**config.mk**
```make
export PLATFORM = sky130hd
export DESIGN_NAME = alu
export DESIGN_NICKNAME = d
export VERILOG_FILES = /design/src/rtl/alu_pkg.sv /design/src/rtl/alu_core.sv /design/src/rtl/alu.sv
export SDC_FILE = /design/constraint.sdc
export NUM_CORES = 1
export LEC_CHECK = 0
export ABC_AREA = 0
export BUFFER_PORTS_ARGS = -buffer_cell sky130_fd_sc_hd__clkbuf_2
export CAP_MARGIN = 10
export CORE_UTILIZATION = 45
export CTS_BUF_LIST = sky130_fd_sc_hd__clkbuf_4 sky130_fd_sc_hd__clkbuf_8
export CTS_CLUSTER_DIAMETER = 30
export DETAILED_ROUTE_END_ITERATION = 10
export PLACE_DENSITY = 0.66
export SLEW_MARGIN = 25
export SYNTH_ARGS = -nofsm -noshare
export SYNTH_HDL_FRONTEND = slang
export SYNTH_HIERARCHICAL = 1
export SYNTH_SLANG_ARGS = --single-unit
```
**constraint.sdc**
```tcl
create_clock -name i_clk -period 2.3 [get_ports i_clk]
set_input_delay 0.23 -clock i_clk [delete_from_list [all_inputs] [get_ports i_clk]]
set_output_delay 0.23 -clock i_clk [all_outputs]
set_load 0.05 [all_outputs]
```
**src/rtl/alu_pkg.sv**
```systemverilog
// Shared constants for the execute-stage ALU: default widths and MIPS R-type function codes.
package alu_pkg;

  localparam int unsigned NB_OP_DEF   = 6;
  localparam int unsigned NB_DATA_DEF = 8;

  localparam logic [5:0] ADD_OP = 6'b100000;
  localparam logic [5:0] SUB_OP = 6'b100010;
  localparam logic [5:0] AND_OP = 6'b100100;
  localparam logic [5:0] OR_OP  = 6'b100101;
  localparam logic [5:0] XOR_OP = 6'b100110;
  localparam logic [5:0] NOR_OP = 6'b100111;
  localparam logic [5:0] SRL_OP = 6'b000010;
  localparam logic [5:0] SRA_OP = 6'b000011;

endpackage

```
**src/rtl/alu_core.sv**
```systemverilog
// Combinational datapath of the ALU: result and signed-overflow flag from op, A and B.
module alu_core
  import alu_pkg::*;
#(
  parameter int unsigned NB_OP   = NB_OP_DEF,
  parameter int unsigned NB_DATA = NB_DATA_DEF
) (
  input  logic [NB_OP-1:0]   op,
  input  logic [NB_DATA-1:0] data_a,
  input  logic [NB_DATA-1:0] data_b,
  output logic [NB_DATA-1:0] result_c,
  output logic               overflow_c
);

  localparam int unsigned MSB = NB_DATA - 1;

  logic [NB_DATA-1:0] sum;
  logic [NB_DATA-1:0] diff;

  assign sum  = data_a + data_b;
  assign diff = data_a - data_b;

  always_comb begin
    result_c   = '0;
    overflow_c = 1'b0;
    case (op)
      NB_OP'(ADD_OP): begin
        result_c   = sum;
        overflow_c = (data_a[MSB] == data_b[MSB]) && (sum[MSB] != data_a[MSB]);
      end
      NB_OP'(SUB_OP): begin
        result_c   = diff;
        overflow_c = (data_a[MSB] != data_b[MSB]) && (diff[MSB] != data_a[MSB]);
      end
      NB_OP'(AND_OP): result_c = data_a & data_b;
      NB_OP'(OR_OP):  result_c = data_a | data_b;
      NB_OP'(XOR_OP): result_c = data_a ^ data_b;
      NB_OP'(NOR_OP): result_c = ~(data_a | data_b);
      // B is an unsigned amount; amounts >= NB_DATA saturate to zero / sign fill.
      NB_OP'(SRL_OP): result_c = data_a >> data_b;
      NB_OP'(SRA_OP): result_c = NB_DATA'($signed(data_a) >>> data_b);
      default: begin
        result_c   = '0;
        overflow_c = 1'b0;
      end
    endcase
  end

endmodule

```
**src/rtl/alu.sv**
```systemverilog
// Execute-stage ALU: registers the core result, flags and valid strobe once per clock.
module alu
  import alu_pkg::*;
#(
  parameter int unsigned NB_OP   = NB_OP_DEF,
  parameter int unsigned NB_DATA = NB_DATA_DEF
) (
  input  logic               i_clk,
  input  logic               i_rst,
  input  logic               i_valid,
  input  logic [NB_OP-1:0]   i_op,
  input  logic [NB_DATA-1:0] i_data_A,
  input  logic [NB_DATA-1:0] i_data_B,
  output logic [NB_DATA-1:0] o_data,
  output logic               o_valid,
  output logic               o_zero,
  output logic               o_overflow
);

  logic [NB_DATA-1:0] result_c;
  logic               overflow_c;

  alu_core #(
    .NB_OP   (NB_OP),
    .NB_DATA (NB_DATA)
  ) u_core (
    .op         (i_op),
    .data_a     (i_data_A),
    .data_b     (i_data_B),
    .result_c   (result_c),
    .overflow_c (overflow_c)
  );

  // Result and flags load only on valid cycles; o_valid is a one-cycle strobe.
  always_ff @(posedge i_clk or posedge i_rst) begin
    if (i_rst) begin
      o_data     <= '0;
      o_valid    <= 1'b0;
      o_zero     <= 1'b0;
      o_overflow <= 1'b0;
    end else begin
      o_valid <= i_valid;
      if (i_valid) begin
        o_data     <= result_c;
        o_zero     <= (result_c == '0);
        o_overflow <= overflow_c;
      end
    end
  end

endmodule

```
# After elaboration in Yosys (flattened, before gate mapping)
# Cells that the tools add are included.
dict set report totals {
  input_bits 25
  out_inout_bits 11
  word_cells 29
  register_bits 11
}
dict set report op_classes {
  eq_ne 12
  reduce_logical 3
  n_addsub 2
  n_mux 2
  n_shift 2
  bitwise 4
}
# operator count
set op_table {}
lappend op_table {{8-bit case mux with 8 select lines} 1}
lappend op_table {{6-bit equality test, second input constant} 6}
lappend op_table {{6-bit by 2-bit equality test with 1-bit output, second input constant} 2}
lappend op_table {{8-bit adder} 1}
lappend op_table {{8-bit AND} 1}
lappend op_table {{8-bit logical NOT} 1}
lappend op_table {{8-bit NOT} 1}
lappend op_table {{8-bit bitwise OR} 1}
lappend op_table {{8-bit by 8-bit right shift with 8-bit output} 1}
lappend op_table {{8-bit by 8-bit >>> shifter with 8-bit output} 1}
lappend op_table {{8-bit subtractor} 1}
lappend op_table {{8-bit XOR} 1}
lappend op_table {{1-bit inequality test} 3}
lappend op_table {{1-bit logical AND} 2}
lappend op_table {{1-bit case mux with 2 select lines} 1}
lappend op_table {{1-bit equality test} 1}

# Logic depth before layout (Yosys ltp)
dict set report logic_depth {
  depth_word 4
  ltp_mapped 11
  ltp_nobuf 10
}

# Modules after synthesis
# Netlist, hierarchy kept.
# mod cells_each seq_area_each_um2 instances area_per_inst_um2
set by_module_without_submodules {}
lappend by_module_without_submodules {alu_core 237 0.0 1 1756.7}
lappend by_module_without_submodules {alu 26 275.3 1 455.4}

# Worst setup path before layout
# Ideal clock, no wire load.
dict set report synth_path {
  path_kind {input-to-reg}
  start {input i_data_B[1]}
  end {register o_zero}
  stages 10
  arrival_time_ns 2.507
  n_path_buf 2
  setup_slack_ns -0.271
  path_cell_list {buf_6 buf_2 inv_1 ha_1 o21bai_1 a2111oi_0 o32ai_1 a2111o_1 nor4_1 a31o_2}
}
dict set report synth_between {
  elab_cells_between_ends 10
}
# item line
set synth_lines {}
lappend synth_lines {{start: declaration} alu.sv:13} ;# input logic [NB_DATA-1:0] i_data_B,
lappend synth_lines {{8-bit subtractor, or another cell as far along} alu_core.sv:21} ;# assign diff = data_a - data_b;
lappend synth_lines {{8-bit case mux with 8 select lines (*)} alu_core.sv:26} ;# case (op)
lappend synth_lines {{named net result_c[5]} alu.sv:20} ;# logic [NB_DATA-1:0] result_c;
lappend synth_lines {{8-bit logical NOT (*)} alu.sv:45} ;# o_zero <= (result_c == '0);
lappend synth_lines {{end signal: assignment} alu.sv:45}
lappend synth_lines {{end: declaration} alu.sv:16} ;# output logic o_zero,
# The timed path passes the listed nets; every way through them passes the cells marked *.
# A chain may end at the register's enable or synchronous reset.

# Final worst setup path
dict set report layout_path {
  start {input i_data_B[4]}
  end {register o_zero}
}
# The elaborated chain is that of the path after synthesis.

==> flow_summary.html <==
<table>
<tr><th>Metric</th><th>Value</th></tr>
<tr><th colspan="2">Detailed routing</th></tr>
<tr><td>Mean number of vias per cell</td><td>5.590</td></tr>
<tr><td>Average wire per cell in the routed design</td><td>15.90 um</td></tr>
<tr><td>DR vias</td><td>2398</td></tr>
<tr><td>Initial DRT Pass Iterations</td><td>4</td></tr>
<tr><td>Number of nets with antenna violations after routing</td><td>0</td></tr>
<tr><td>Initial detailed-routing violation count</td><td>217</td></tr>
<tr><td>Wire length after detailed routing</td><td>6823 um</td></tr>
<tr><td>DRC errors left</td><td>0</td></tr>
<tr><th colspan="2">Layout</th></tr>
<tr><td>Fin nets</td><td>414</td></tr>
<tr><td>Signed area change from the synthesized netlist to the final layout</td><td>37.95%</td></tr>
<tr><td>Final antenna diode count</td><td>0</td></tr>
<tr><td>Fraction of layout instances using a drive strength above 1</td><td>0.4033</td></tr>
<tr><td>Total of fill cells in the finished design</td><td>417</td></tr>
<tr><td>Commonest cells after routing, fill and taps aside</td><td>buf_4, clkbuf_2, ha_1</td></tr>
<tr><td>Leading cell type in the layout, fill and taps excluded</td><td>buf_4</td></tr>
<tr><td>Non-Filler Instances</td><td>429</td></tr>
<tr><th colspan="2">Place</th></tr>
<tr><td>Number of cells in the design after placement</td><td>424</td></tr>
<tr><td>Placed wire-length estimate</td><td>5575 um</td></tr>
<tr><td>Last weighted congestion value of the routability-driven placer</td><td>0.9828</td></tr>
<tr><td>Number of port buffers</td><td>35</td></tr>
<tr><th colspan="2">Min path</th></tr>
<tr><td>Worst min-delay path category</td><td>in2reg</td></tr>
<tr><td>Cells on Worst Hold Path</td><td>1</td></tr>
<tr><th colspan="2">STA</th></tr>
<tr><td>Aggregate negative setup slack</td><td>-0.01812 ns</td></tr>
<tr><td>Number of endpoints failing setup at the final stage</td><td>1</td></tr>
<tr><td>F_max</td><td>0.4314 GHz</td></tr>
<tr><td>Final critical-path setup slack</td><td>-0.01812 ns</td></tr>
<tr><td>Final worst path period need</td><td>2.318 ns</td></tr>
<tr><td>Worst clock skew</td><td>0 ns</td></tr>
<tr><td>Period utilization</td><td>1.008</td></tr>
<tr><td>Endpoints failing hold</td><td>0</td></tr>
<tr><td>Max Transition Viols Final</td><td>0</td></tr>
<tr><td>Normalized max-slew margin</td><td>0.6044</td></tr>
<tr><td>Worst-margin pin slew</td><td>0.5854 ns</td></tr>
<tr><th colspan="2">GRT</th></tr>
<tr><td>Met3 GRT Util</td><td>0.03056</td></tr>
<tr><td>Global-route wire length before repair</td><td>10520 um</td></tr>
<tr><td>GRT Max-Usage Layer</td><td>met2</td></tr>
<tr><td>Met1 track demand over resource in global routing</td><td>0.3793</td></tr>
<tr><td>Overall track demand over capacity in global routing</td><td>0.2581</td></tr>
<tr><td>Pin count of the biggest net entering global routing</td><td>16</td></tr>
<tr><td>GR Overflow Total</td><td>0</td></tr>
<tr><td>Antenna violations before repair</td><td>0</td></tr>
<tr><td>Number of global-route vias before repair</td><td>2099</td></tr>
<tr><td>Met2 routing resource usage after global routing</td><td>0.4123</td></tr>
<tr><th colspan="2">Worst setup path</th></tr>
<tr><td>Cell with the largest stage delay on the worst path</td><td>a221o_1</td></tr>
<tr><td>Number of logic stages on the critical path including buffering</td><td>10</td></tr>
<tr><td>Series of cell instances along the critical path</td><td>clkbuf_2, inv_1, ha_2, buf_4, a221o_1, o41ai_4, mux2i_1, nand4_1, nor4_2, a31o_2</td></tr>
<tr><td>Worst Path Max Fanout</td><td>8</td></tr>
<tr><td>R2R depth</td><td>2</td></tr>
<tr><td>Max stage delay on crit path</td><td>0.41 ns</td></tr>
<tr><td>WP data required</td><td>2.47 ns</td></tr>
<tr><td>Worst Path Class, Setup</td><td>in2reg</td></tr>
<tr><td>Critical path data arrival time</td><td>2.49 ns</td></tr>
<tr><td>Worst Setup Start Kind</td><td>primary input</td></tr>
<tr><td>Kind of end point of the critical path</td><td>flop</td></tr>
<tr><td>Number of buffers and inverters on the critical path</td><td>3</td></tr>
<tr><td>Kind of cell adding the most delay to the critical path</td><td>compound AO/OA/AOI/OAI gates</td></tr>
<tr><th colspan="2">Clock network</th></tr>
<tr><td>H-tree depth</td><td>1</td></tr>
<tr><td>TritonCTS clock tree</td><td>yes</td></tr>
<tr><td>Clock-pin slew reported for the worst setup and hold paths after clock tree synthesis</td><td>0.05 ns</td></tr>
<tr><td>Buffer depth of the longest clock path</td><td>2</td></tr>
<tr><td>Clock root buffer master</td><td>clkbuf_8</td></tr>
<tr><td>Number of buffers inserted during clock tree synthesis</td><td>3</td></tr>
<tr><td>TritonCTS Sinks</td><td>11</td></tr>
<tr><td>Source-to-sink clock delay at the later pin of the worst-skew pair</td><td>0.23 ns</td></tr>
<tr><th colspan="2">Die</th></tr>
<tr><td>Die Area</td><td>5200 sq um</td></tr>
<tr><td>Row count</td><td>25</td></tr>
<tr><td>Initial core utilization</td><td>0.4683</td></tr>
<tr><td>I/O Pins</td><td>36</td></tr>
<tr><td>X dimension of the die</td><td>72.11 um</td></tr>
<tr><td>Placeable core region</td><td>4723 sq um</td></tr>
<tr><td>Overall die height</td><td>72.11 um</td></tr>
<tr><th colspan="2">Yosys</th></tr>
<tr><td>Fraction of the yosys area taken by sequential cells</td><td>0.1244</td></tr>
<tr><td>Count of synthesis-stage warnings from yosys</td><td>6</td></tr>
<tr><td>Top FF cell, synth</td><td>dfrtp_1</td></tr>
<tr><td>Share of async-settable or async-resettable flops after synthesis</td><td>1.000</td></tr>
<tr><td>Mean cell area of the mapped netlist</td><td>8.411 sq um</td></tr>
<tr><td>Number of enable flip-flop cells after synthesis</td><td>0</td></tr>
<tr><td>Count of state elements after synthesis</td><td>11</td></tr>
<tr><td>Post-synth design cell area</td><td>2212 sq um</td></tr>
<tr><td>Cells after synthesis</td><td>263</td></tr>
<tr><td>Synthesized netlist net count</td><td>314</td></tr>
<tr><td>Count of distinct cell types in the synthesized netlist</td><td>66</td></tr>
<tr><th colspan="2">Outcome</th></tr>
<tr><td>Failing checks</td><td>negative setup slack</td></tr>
<tr><td>Outcome</td><td>finished with violations</td></tr>
<tr><th colspan="2">Power and ir drop</th></tr>
<tr><td>Static leakage</td><td>1.529 nW</td></tr>
<tr><td>Cell Pwr Density</td><td>327.6 nW/um^2</td></tr>
<tr><td>Worst supply voltage drop on vdd</td><td>356.8 uV</td></tr>
<tr><th colspan="2">Run</th></tr>
<tr><td>Max-cap violation count</td><td>0</td></tr>
</table>
[worst reg2reg max path, delay by kind of cell (launching register included)]
family	cells	cell delay (ns)
flops	1	0.38
compound gates	1	0.21
simple gates	1	0.20
[per-layer routing]
metal / part of all wire / wire length [um]
met5: 0 / 0
met4: 0.0056 / 38
met3: 0.070 / 479
met2: 0.47 / 3206
met1: 0.45 / 3099
[power by group]
part | internal (W) | leakage, nW | switching, W
clock | 0.000133 | 0.0262 | 0.0000675
sequential | 0.000210 | 0.146 | 0.00000847
combinational | 0.000261 | 1.36 | 0.000321
[metrics by stage]
step	area, sq um	worst slack (ns)	utilization	hold WS [ns]	total power, W
after floorplan	2251	-0.1138	-	0.08244	0.0005574
after global placement	2954	-0.2214	0.6254	0.2127	0.0007689
after detailed placement	2954	-0.2583	0.6254	0.2219	0.0007774
after CTS	3015	0.03053	0.6384	0.3635	0.0009845
after global routing	3052	-0.1050	0.6461	0.3889	0.001056
final	3052	-0.01812	0.6461	0.3791	0.0009998
[cells in the mapped netlist, types with 7 or more instances]
master | instances | share of area
ha_1 | 24 | 0.14
inv_1 | 21 | 0.036
a21oi_1 | 17 | 0.038
nor2_1 | 17 | 0.029
nand2_1 | 16 | 0.027
dfrtp_1 | 11 | 0.12
mux2i_1 | 11 | 0.050
mux2_4 | 9 | 0.061
nand3_1 | 7 | 0.016
o21ai_0 | 7 | 0.016
o221ai_1 | 7 | 0.028
xnor2_1 | 7 | 0.028
[cells by family after synthesis]
kind of cell,Yosys count,synth area share
buffers and inverters,36,0.08144
AO/OA/AOI/OAI,82,0.2822
AND/OR/NAND/NOR,74,0.1895
flip-flops,11,0.1244
multiplexers,22,0.1210
XOR/XNOR,12,0.04751
adder cells (fa/ha/maj),26,0.1538
[timing repair]
action / in CTS / in global routing
setup buffers: 0 / 0
setup endpoints to repair: 2 / 4
resized for setup: 1 / 9
pin swaps: 0 / 1
hold buffers: 1 / 0
hold endpoints to repair: 11 / 0
[flip-flops by register name, summed over array words and instances, names as in the netlist]
signal / count
o_valid: 1
o_zero: 1
o_data: 8
o_overflow: 1
[layout make-up]
type	count	area, sq um	area share
timing repair buffer	109	749.5	0.2456
sequential	11	275.3	0.09020
tap	67	83.83	0.02747
multi-input combinational	216	1805	0.5916
clock buffer	4	48.80	0.01599
inverter	22	88.84	0.02911
[worst paths after layout]
kind                        startpoint    endpoint  slack [ns]
min reg2reg                  o_data[6]   o_data[6]        0.51
max reg2reg                     o_zero      o_zero        1.40
min                            i_valid     o_valid        0.38
max                        i_data_B[4]      o_zero       -0.02
max in group asynchronous        i_rst   o_data[0]        1.48
min in group asynchronous        i_rst  o_overflow        0.52
No activity file was read; power rests on OpenSTA's default activity.
